### config.mk
export PLATFORM = sky130hd
export DESIGN_NAME = axi_write_order_ctrl
export DESIGN_NICKNAME = d
export VERILOG_FILES = /design/src/rtl/axi_xbar_pkg.sv /design/src/rtl/axi_grant_order_fifo.sv /design/src/rtl/axi_write_order_ctrl.sv
export SDC_FILE = /design/constraint.sdc
export NUM_CORES = 1
export LEC_CHECK = 0
export ABC_AREA = 1
export ABC_CLOCK_PERIOD_IN_PS = 2530
export CORE_MARGIN = 1
export CORE_UTILIZATION = 45
export CTS_CLUSTER_DIAMETER = 60
export DETAILED_ROUTE_END_ITERATION = 10
export PLACE_DENSITY = 0.69
export SLEW_MARGIN = 20
export SYNTH_ARGS = -nofsm -noshare
export SYNTH_HDL_FRONTEND = slang
export SYNTH_SLANG_ARGS = --single-unit
### constraint.sdc
create_clock -name ACLK -period 2.53 [get_ports ACLK]
set_clock_uncertainty 0.1 [all_clocks]
set_input_delay 0.253 -clock ACLK [delete_from_list [all_inputs] [get_ports ACLK]]
set_output_delay 0.253 -clock ACLK [all_outputs]
set_load 0.005 [all_outputs]
### src/rtl/axi_xbar_pkg.sv
// Shared definitions for the AXI router: AXI field widths, the AW sequencing
// state type, and small index/one-hot helpers.
package axi_xbar_pkg;

    localparam int AXI_LEN_W   = 8;
    localparam int AXI_BURST_W = 2;
    localparam int AXI_SIZE_W  = 3;

    typedef enum logic [0:0] {
        AW_IDLE  = 1'b0,
        AW_GRANT = 1'b1
    } aw_state_e;

    function automatic int clog2(input int value);
        int result;
        int remaining;
        result    = 0;
        remaining = value - 1;
        while (remaining > 0) begin
            result++;
            remaining = remaining >> 1;
        end
        return result;
    endfunction

    // Lowest set bit wins if more than one bit is set.
    function automatic int onehot_to_idx(input logic [31:0] onehot);
        int idx;
        idx = 0;
        for (int i = 31; i >= 0; i--) begin
            if (onehot[i]) idx = i;
        end
        return idx;
    endfunction

    function automatic logic [31:0] idx_to_onehot(input int idx);
        return 32'd1 << idx;
    endfunction

endpackage

### src/rtl/axi_grant_order_fifo.sv
// In-order queue of one-hot AW grants; the head selects which master owns
// the W channel. Head reads zero while the queue is empty.
module axi_grant_order_fifo
    import axi_xbar_pkg::*;
#(
    parameter int WIDTH = 2,
    parameter int DEPTH = 4,
    localparam int PTR_W = clog2(DEPTH),
    localparam int CNT_W = PTR_W + 1
) (
    input  logic             ACLK,
    input  logic             ARESETN,
    input  logic             push_i,
    input  logic [WIDTH-1:0] push_data_i,
    input  logic             pop_i,
    output logic [WIDTH-1:0] head_o,
    output logic [CNT_W-1:0] count_o,
    output logic             full_o,
    output logic             empty_o
);

    logic [WIDTH-1:0] mem_q [DEPTH];
    logic [WIDTH-1:0] mem_d [DEPTH];
    logic [PTR_W-1:0] wr_ptr_q, wr_ptr_d;
    logic [PTR_W-1:0] rd_ptr_q, rd_ptr_d;
    logic [CNT_W-1:0] count_q, count_d;
    logic             do_push;
    logic             do_pop;

    assign full_o  = (count_q == CNT_W'(DEPTH));
    assign empty_o = (count_q == '0);
    assign count_o = count_q;
    assign head_o  = empty_o ? '0 : mem_q[rd_ptr_q];

    always_comb begin
        do_push  = push_i && !full_o;
        do_pop   = pop_i && !empty_o;
        mem_d    = mem_q;
        wr_ptr_d = wr_ptr_q;
        rd_ptr_d = rd_ptr_q;
        if (do_push) begin
            mem_d[wr_ptr_q] = push_data_i;
            wr_ptr_d        = wr_ptr_q + PTR_W'(1);
        end
        if (do_pop) begin
            rd_ptr_d = rd_ptr_q + PTR_W'(1);
        end
        count_d = count_q + CNT_W'(do_push) - CNT_W'(do_pop);
    end

    always_ff @(posedge ACLK) begin
        if (!ARESETN) begin
            mem_q    <= '{default: '0};
            wr_ptr_q <= '0;
            rd_ptr_q <= '0;
            count_q  <= '0;
        end else begin
            mem_q    <= mem_d;
            wr_ptr_q <= wr_ptr_d;
            rd_ptr_q <= rd_ptr_d;
            count_q  <= count_d;
        end
    end

endmodule

### src/rtl/axi_write_order_ctrl.sv
// Write-path sequencer: round-robin AW grant, in-order record of accepted
// addresses, and W-channel select held until each burst's WLAST beat.
module axi_write_order_ctrl
    import axi_xbar_pkg::*;
#(
    parameter int AXI_MASTER_PORT = 2,
    parameter int MAX_OUTSTANDING = 4,
    localparam int CNT_WIDTH = clog2(MAX_OUTSTANDING) + 1
) (
    input  logic                       ACLK,
    input  logic                       ARESETN,
    input  logic [AXI_MASTER_PORT-1:0] aw_req_i,
    input  logic                       aw_fire_i,
    input  logic                       w_fire_i,
    input  logic                       w_last_i,
    output logic [AXI_MASTER_PORT-1:0] aw_gnt_o,
    output logic [AXI_MASTER_PORT-1:0] w_gnt_o,
    output logic [CNT_WIDTH-1:0]       outstanding_o,
    output logic                       full_o,
    output logic [AXI_LEN_W-1:0]       w_beat_o,
    output logic                       err_o
);

    localparam int IDX_W = clog2(AXI_MASTER_PORT);

    aw_state_e                    state_q, state_d;
    logic [AXI_MASTER_PORT-1:0]   aw_gnt_q, aw_gnt_d;
    logic [IDX_W-1:0]             rr_ptr_q, rr_ptr_d;
    logic [AXI_LEN_W-1:0]         w_beat_q, w_beat_d;
    logic                         err_q, err_d;
    logic [2*AXI_MASTER_PORT-1:0] req_dbl;
    logic [AXI_MASTER_PORT-1:0]   req_rot;
    logic [AXI_MASTER_PORT-1:0]   rr_pick;
    int                           rr_ofs;
    int                           rr_sel;
    int                           gnt_next;
    logic                         fifo_push;
    logic                         fifo_pop;
    logic                         fifo_full;
    logic                         fifo_empty;
    logic [AXI_MASTER_PORT-1:0]   fifo_head;
    logic [CNT_WIDTH-1:0]         fifo_count;

    // Rotate requests so bit 0 is the RR pointer; the first set bit is the winner.
    always_comb begin
        req_dbl = {aw_req_i, aw_req_i};
        req_rot = req_dbl[{1'b0, rr_ptr_q} +: AXI_MASTER_PORT];
        rr_ofs  = 0;
        for (int i = AXI_MASTER_PORT - 1; i >= 0; i--) begin
            if (req_rot[i]) rr_ofs = i;
        end
        rr_sel = int'(rr_ptr_q) + rr_ofs;
        if (rr_sel >= AXI_MASTER_PORT) rr_sel = rr_sel - AXI_MASTER_PORT;
        rr_pick  = AXI_MASTER_PORT'(idx_to_onehot(rr_sel));
        gnt_next = onehot_to_idx(32'(aw_gnt_q)) + 1;
        if (gnt_next >= AXI_MASTER_PORT) gnt_next = 0;
    end

    always_ff @(posedge ACLK) begin
        if (!ARESETN) state_q <= AW_IDLE;
        else          state_q <= state_d;
    end

    always_comb begin
        state_d = state_q;
        case (state_q)
            AW_IDLE:  if (|aw_req_i && !fifo_full) state_d = AW_GRANT;
            AW_GRANT: if (aw_fire_i) state_d = AW_IDLE;
            default:  state_d = AW_IDLE;
        endcase
    end

    // Full is only checked on entry to GRANT, so a held grant can always push.
    always_comb begin
        aw_gnt_d  = aw_gnt_q;
        rr_ptr_d  = rr_ptr_q;
        fifo_push = 1'b0;
        case (state_q)
            AW_IDLE: aw_gnt_d = (|aw_req_i && !fifo_full) ? rr_pick : '0;
            AW_GRANT: begin
                if (aw_fire_i) begin
                    fifo_push = 1'b1;
                    rr_ptr_d  = IDX_W'(gnt_next);
                    aw_gnt_d  = '0;
                end
            end
            default: aw_gnt_d = '0;
        endcase
    end

    always_comb begin
        w_beat_d = w_beat_q;
        err_d    = err_q;
        fifo_pop = 1'b0;
        if (w_fire_i) begin
            if (!fifo_empty) begin
                if (w_last_i) begin
                    fifo_pop = 1'b1;
                    w_beat_d = '0;
                end else begin
                    w_beat_d = w_beat_q + AXI_LEN_W'(1);
                end
            end else begin
                err_d = 1'b1;
            end
        end
        if (aw_fire_i && state_q == AW_IDLE) err_d = 1'b1;
    end

    always_ff @(posedge ACLK) begin
        if (!ARESETN) begin
            aw_gnt_q <= '0;
            rr_ptr_q <= '0;
            w_beat_q <= '0;
            err_q    <= 1'b0;
        end else begin
            aw_gnt_q <= aw_gnt_d;
            rr_ptr_q <= rr_ptr_d;
            w_beat_q <= w_beat_d;
            err_q    <= err_d;
        end
    end

    axi_grant_order_fifo #(
        .WIDTH (AXI_MASTER_PORT),
        .DEPTH (MAX_OUTSTANDING)
    ) u_order_fifo (
        .ACLK        (ACLK),
        .ARESETN     (ARESETN),
        .push_i      (fifo_push),
        .push_data_i (aw_gnt_q),
        .pop_i       (fifo_pop),
        .head_o      (fifo_head),
        .count_o     (fifo_count),
        .full_o      (fifo_full),
        .empty_o     (fifo_empty)
    );

    assign aw_gnt_o      = aw_gnt_q;
    assign w_gnt_o       = fifo_head;
    assign outstanding_o = fifo_count;
    assign full_o        = fifo_full;
    assign w_beat_o      = w_beat_q;
    assign err_o         = err_q;

endmodule

**Word level (Yosys, flattened, before mapping)**

Index checks and enable logic that the tools add are counted.

- Register bits: 28
- Input port bits: 7
- Output and inout port bits: 17
- Logic and storage cells: 75

- Order comparisons: 5
- Add/sub/neg operators: 8
- Eq/ne operators: 2
- Shift operators: 2
- Multiplexer cells: 28
- Reductions and logical operators: 14
- Bitwise gates (word level): 4

Operators by type and width:

| kind | count |
|---|---|
| 32-bit two-way mux | 3 |
| 32-bit by 3-bit >= comparator with 1-bit output, second input constant | 2 |
| 2-bit by 32-bit adder with 32-bit output | 1 |
| 32-bit by 2-bit adder with 32-bit output, second input constant | 1 |
| 1-bit by 32-bit << shifter with 2-bit output, first input constant | 1 |
| 32-bit by 3-bit subtractor with 32-bit output, second input constant | 1 |
| 1-bit two-way mux | 13 |
| 2-bit two-way mux | 6 |
| 8-bit by 1-bit adder with 8-bit output, second input constant | 1 |
| 8-bit bitwise mux | 1 |
| 8-bit two-way mux | 1 |
| 3-bit >= comparator, second input constant | 2 |
| 2-bit inverter with 3-bit output | 2 |
| 2-bit AND reduction | 3 |
| 1-bit logical AND | 5 |
| 2-bit by 1-bit adder with 2-bit output, second input constant | 2 |
| 2-bit binary-select mux with 2-bit select | 1 |
| 2-bit demux with 2-bit select | 1 |
| 2-bit one-hot mux with 2 select lines | 1 |
| 2-bit nonzero test | 2 |
| 4-bit by 2-bit variable part select with 2-bit output | 1 |
| 3-bit by 1-bit adder with 3-bit output | 1 |
| 3-bit equality test, second input constant | 1 |
| 3-bit zero test | 1 |
| 7 further kinds | 9 |

**Longest topological paths before layout**

Gate-level depths: netlist of run 1.

- Word-level depth: 9
- Mapped depth: 11
- Depth with buffers taken out: 11

**Modules after synthesis**

From an unflattened synthesis of run 1, not the netlist that was laid out.

- Cells, all modules: 219
- Area, all modules: 1575.3 µm²

Modules (own cells, without submodules):

| module | sequential area each (µm²) | area each (µm²) | instances | cells each |
|---|---|---|---|---|
| axi_grant_order_fifo | 300.3 | 928.4 | 1 | 131 |
| axi_write_order_ctrl | 260.2 | 646.9 | 1 | 88 |

**Worst setup path before layout of run 1**

OpenSTA, ideal clock, no wires.

- Kind: reg-to-reg
- Start point: reg u_order_fifo.count_q[1] (netlist: u_order_fifo.count_o[1])
- End point: reg u_order_fifo.count_q[2] (netlist: u_order_fifo.count_o[2])
- Stages on the path, launching flop included: 12
- Data arrival time: 1839 ps
- Setup time: 120 ps
- Clock period less this slack: 2059 ps
- Required time: 2310 ps
- Buffers on the path: 0
- Slack: 471 ps
- Path through: dfxtp_1 nor2_4 nand2_2 nand2_2 nor2_4 ha_1 inv_1 ha_1 inv_1 fa_1 o21ai_0 a21oi_1

- Word-level cells in the longest chain between the ends: 5
- Elaborated cells between the ends (all ways): 10
- Classes of those cells: add/sub (2); eq/ne (1); mux (2); reduce/logical (5)

Ends and longest elaborated chain:

| item | RTL line | text |
|---|---|---|
| from (decl) | axi_grant_order_fifo.sv:26 | `logic [CNT_W-1:0] count_q, count_d;` |
| from (signal assigned) | axi_grant_order_fifo.sv:61 | `count_q <= count_d;` |
| 3-bit zero test (*) | axi_grant_order_fifo.sv:31 | `assign empty_o = (count_q == '0);` |
| 1-bit two-way mux | axi_write_order_ctrl.sv:96 | `if (!fifo_empty) begin` |
| 1-bit two-way mux | axi_write_order_ctrl.sv:95 | `if (w_fire_i) begin` |
| 1-bit logical AND (*) | axi_grant_order_fifo.sv:37 | `do_pop = pop_i && !empty_o;` |
| net u_order_fifo.do_pop | axi_grant_order_fifo.sv:28 | `logic do_pop;` |
| 3-bit by 1-bit subtractor with 3-bit output (*) | axi_grant_order_fifo.sv:48 | `count_d = count_q + CNT_W'(do_push) - CNT_W'(do_pop);` |

The timed path passes the listed nets; every way through them passes the cells marked *.
A chain may end at the register's enable or synchronous reset.

**Worst setup path in the final report of run 1**

Ends and elaborated chain as after synthesis.

==> results_dict.tcl, run 1 <==
set metrics [dict create \
    yosys-top-cells-area "dfxtp_1 40%, a21oi_1 8.5%, nand2_1 8.2%" \
    synthAdderAreaFrac_pct 7.62 \
    grt_max_degree 16 \
    initial_core_util_pct 49.5 \
    yosysTopAreaCell "dfxtp_1" \
    final_cell_mix "31 x nand2_1, 28 x dfxtp_1, 24 x inv_1, 24 x a21oi_1, 23 x clkdlybuf4s50_1" \
    setup_violations 0 \
    post_cts_buffers 0 \
    worstPathRequired_ns 2.65 \
    yosys_register_bits 28 \
    worst_pin_slew_ns 0.522 \
    syn_area_um2 1410 \
    p_total_w 0.00120 \
    die_h_um 58.0 \
    fin_cells 240 \
    syn_to_final_growth_pct 19.6 \
    rsz0062_at_grt "no" \
    r2r_cells 11 \
    wl_met3_um 146 \
    hpwl_um 2410 \
    grt_pass1_wl_um 5200 \
    gp_congestion 0.847 \
    wirelength_um 3050 \
    cts_resized 0 \
    grt-ovfl-total 0 \
    crit_type "flip-flop to flip-flop" \
    hold_viol 0 \
    relSlewSlack_pct 65.2 \
    met2_length_um 1450 \
    ys_seq_area_share_pct 39.7 \
    worst-path-stages 11 \
    crit_fanout 6 \
    synth_top_family_by_area "simple AND/OR/NAND/NOR gates" \
    num_vias 1297 \
    numCtsBuffers 3 \
    core_um2 2850 \
    p_per_area_nw_per_um2 711 \
    startpoint_type "flip-flop" \
    diodes 0 \
    yosys_warnings 0 \
    timing.fmax_mhz 444 \
    maxCapViolations 0 \
    fin_ws_ns 0.279 \
    first_iter_violations 40 \
    avgSynthCellArea_um2 7.64 \
    ant_nets 0 \
    final_layout_size_suffix_gt1_share_pct 8.61 \
    min_period_ns 2.25 \
    io_pins 24 \
    finalMaxSlewViolations 0 \
    cts_tree "done" \
    holdPathStages 2 \
    cts_root_buffer "clkbuf_4" \
    firstDrtPassIters 7 \
    place_inst 237 \
    critical_path_arrival_ns 2.37 \
    ctsHtreeMaxLevel 1 \
    fp-row-count 19 \
    grt_use_total_pct 19.6 \
    syn_nets 200 \
    p_leak_nw 0.687 \
    finalCritPeriodShare_pct 89.0 \
    crit_chain "nor2_4 > nand2_2 > nand2_2 > nor2_4 > ha_1 > inv_1 > ha_1 > inv_1 > fa_1 > o21ai_0 > a21oi_1" \
    viasPerCell 5.40 \
    ys_types 28 \
    post-route-drc-count 1 \
    dpl_cell_area_um2 1670 \
    synth-compound-area-share_pct 16.9 \
    final_common_cell "nand2_1" \
    io_buffers 23 \
    clockBufferDepth 2 \
    final_nets 226 \
    design_area_um2 1690 \
    cpPeakStageDelay_ns 0.41 \
    crit_buf_inv 2 \
    synth-simple-area-share_pct 27.0 \
    cts_sinks 28 \
    status "finished, violations left" \
    cts_hold_buf 0 \
    die_x_um 58.0 \
    wl_per_cell_um 12.7 \
    worstSkewPairLatency_ns 0.31 \
    setup_tns_ns 0 \
    synthCells 185 \
    die_area_um2 3370 \
    antenna_found_initial 0 \
    ir_drop_mv 0.528 \
    muxShareOfSynthArea_pct 0 \
    clk_pin_slew_ns 0.14 \
    highest_layer "met4" \
    path_delay_family "adder cells" \
    slowest_stage "dfxtp_1" \
    violations "DRC" \
    met1Wirelength_um 1430 \
    synth_top_cell_area_share_pct 39.7 \
    yosys.area_share.xor_xnor_pct 0.620 \
    min_path_type "flip-flop to flip-flop" \
    end_kind "flip-flop" \
    grt_pass1_vias 1195 \
    place_ws_ns 0.165 \
]
-- kinds of logic after synthesis --
logic type / count (synthesis)
adders and majority gates: 8
AOI/OAI and AO/OA: 42
and+or+nand+nor: 78
buffers and inverters: 28
xor gates and xnor gates: 1
DFF: 28
-- cell usage after synthesis --
cell       number
a21oi_4         1
inv_4           1
nor2_4          2
inv_1          24
fa_1            1
o21ai_1         1
ha_1            7
nor2_2          1
dfxtp_1        28
o2111ai_1       1
buf_6           1
a21oi_2         2
nand3_1        12
o211ai_1        1
nor2_1         20
o21ai_0        10
nand2_1        31
nand2_4         5
a31oi_1         1
nand2_2         2
inv_2           1
nand4_1         2
xor2_1          1
a21oi_1        24
a21o_1          1
clkbuf_1        1
nor3_1          1
nand3b_1        2
-- metrics by stage --
stage	utilization (%)	hold WS (ns)
global placement	58.4	0.348
detailed placement	58.4	0.356
global route	59.2	0.397
floorplan	-	0.246
CTS	59.2	0.376
finish	59.2	0.374
-- power by group --
part / switching [W] / total, W / internal (W)
Sequential: 0.0000701 / 0.000563 / 0.000493
Combinational: 0.000261 / 0.000460 / 0.000199
Clock: 0.000122 / 0.000178 / 0.0000556
Total: 0.000454 / 0.00120 / 0.000748
-- registers in the layout (all words and copies together) (netlist names) --
name and flops:
u_order_fifo.mem_q 8, u_order_fifo.count_o 3, u_order_fifo.wr_ptr_q 2, rr_ptr_q 1, u_order_fifo.rd_ptr_q 2, aw_gnt_o 2
state_q 1, err_o 1, w_beat_o 8
-- tightest hold or removal path, delay by kind of cell, from the launching register on --
family | cells | cell delay [ns]
AOI/OAI and AO/OA | 1 | 0.05
DFF | 1 | 0.34
and+or+nand+nor | 1 | 0.06
-- metal layers --
metal | global-route usage [%] | vias to the layer above
li1 | - | 652
met5 | 0 | -
met1 | 26.9 | 606
met4 | 5.10 | 0
met3 | 2.23 | 4
met2 | 32.8 | 35
-- final timing paths --
kind	start	to	slack [ns]
setup / recovery	u_order_fifo.count_o[1]	u_order_fifo.count_o[2]	0.28
hold / removal	u_order_fifo.mem_q[6]	u_order_fifo.mem_q[6]	0.37
setup reg to reg	u_order_fifo.count_o[1]	u_order_fifo.count_o[2]	0.28
hold reg to reg	u_order_fifo.mem_q[6]	u_order_fifo.mem_q[6]	0.37
-- cell type report --
class / count / area, µm²
fill: 264 / 1160
tap: 31 / 38.8
multi-input combinational: 129 / 737
timing repair buffer: 23 / 230
clock buffer: 3 / 22.5
inverter: 26 / 100
sequential: 28 / 561
(Power assumes the default switching activity.)
==> run 2: changes to the inputs <==
==> constraint.sdc (replaced) <==
create_clock -name ACLK -period 2.53 [get_ports ACLK]
set_clock_uncertainty 0.1 [all_clocks]
set_input_delay 0.253 -clock ACLK [delete_from_list [all_inputs] [get_ports ACLK]]
set_output_delay 0.253 -clock ACLK [all_outputs]
set_load 0.01 [all_outputs]
==> results of run 2 <==
The final DEF is identical to that of run 1. Status: finished, violations left: DRC.
Main changes from that run: total power 0.00120 W -> 0.00122 W; worst IR drop on VDD 0.528 mV -> 0.530 mV
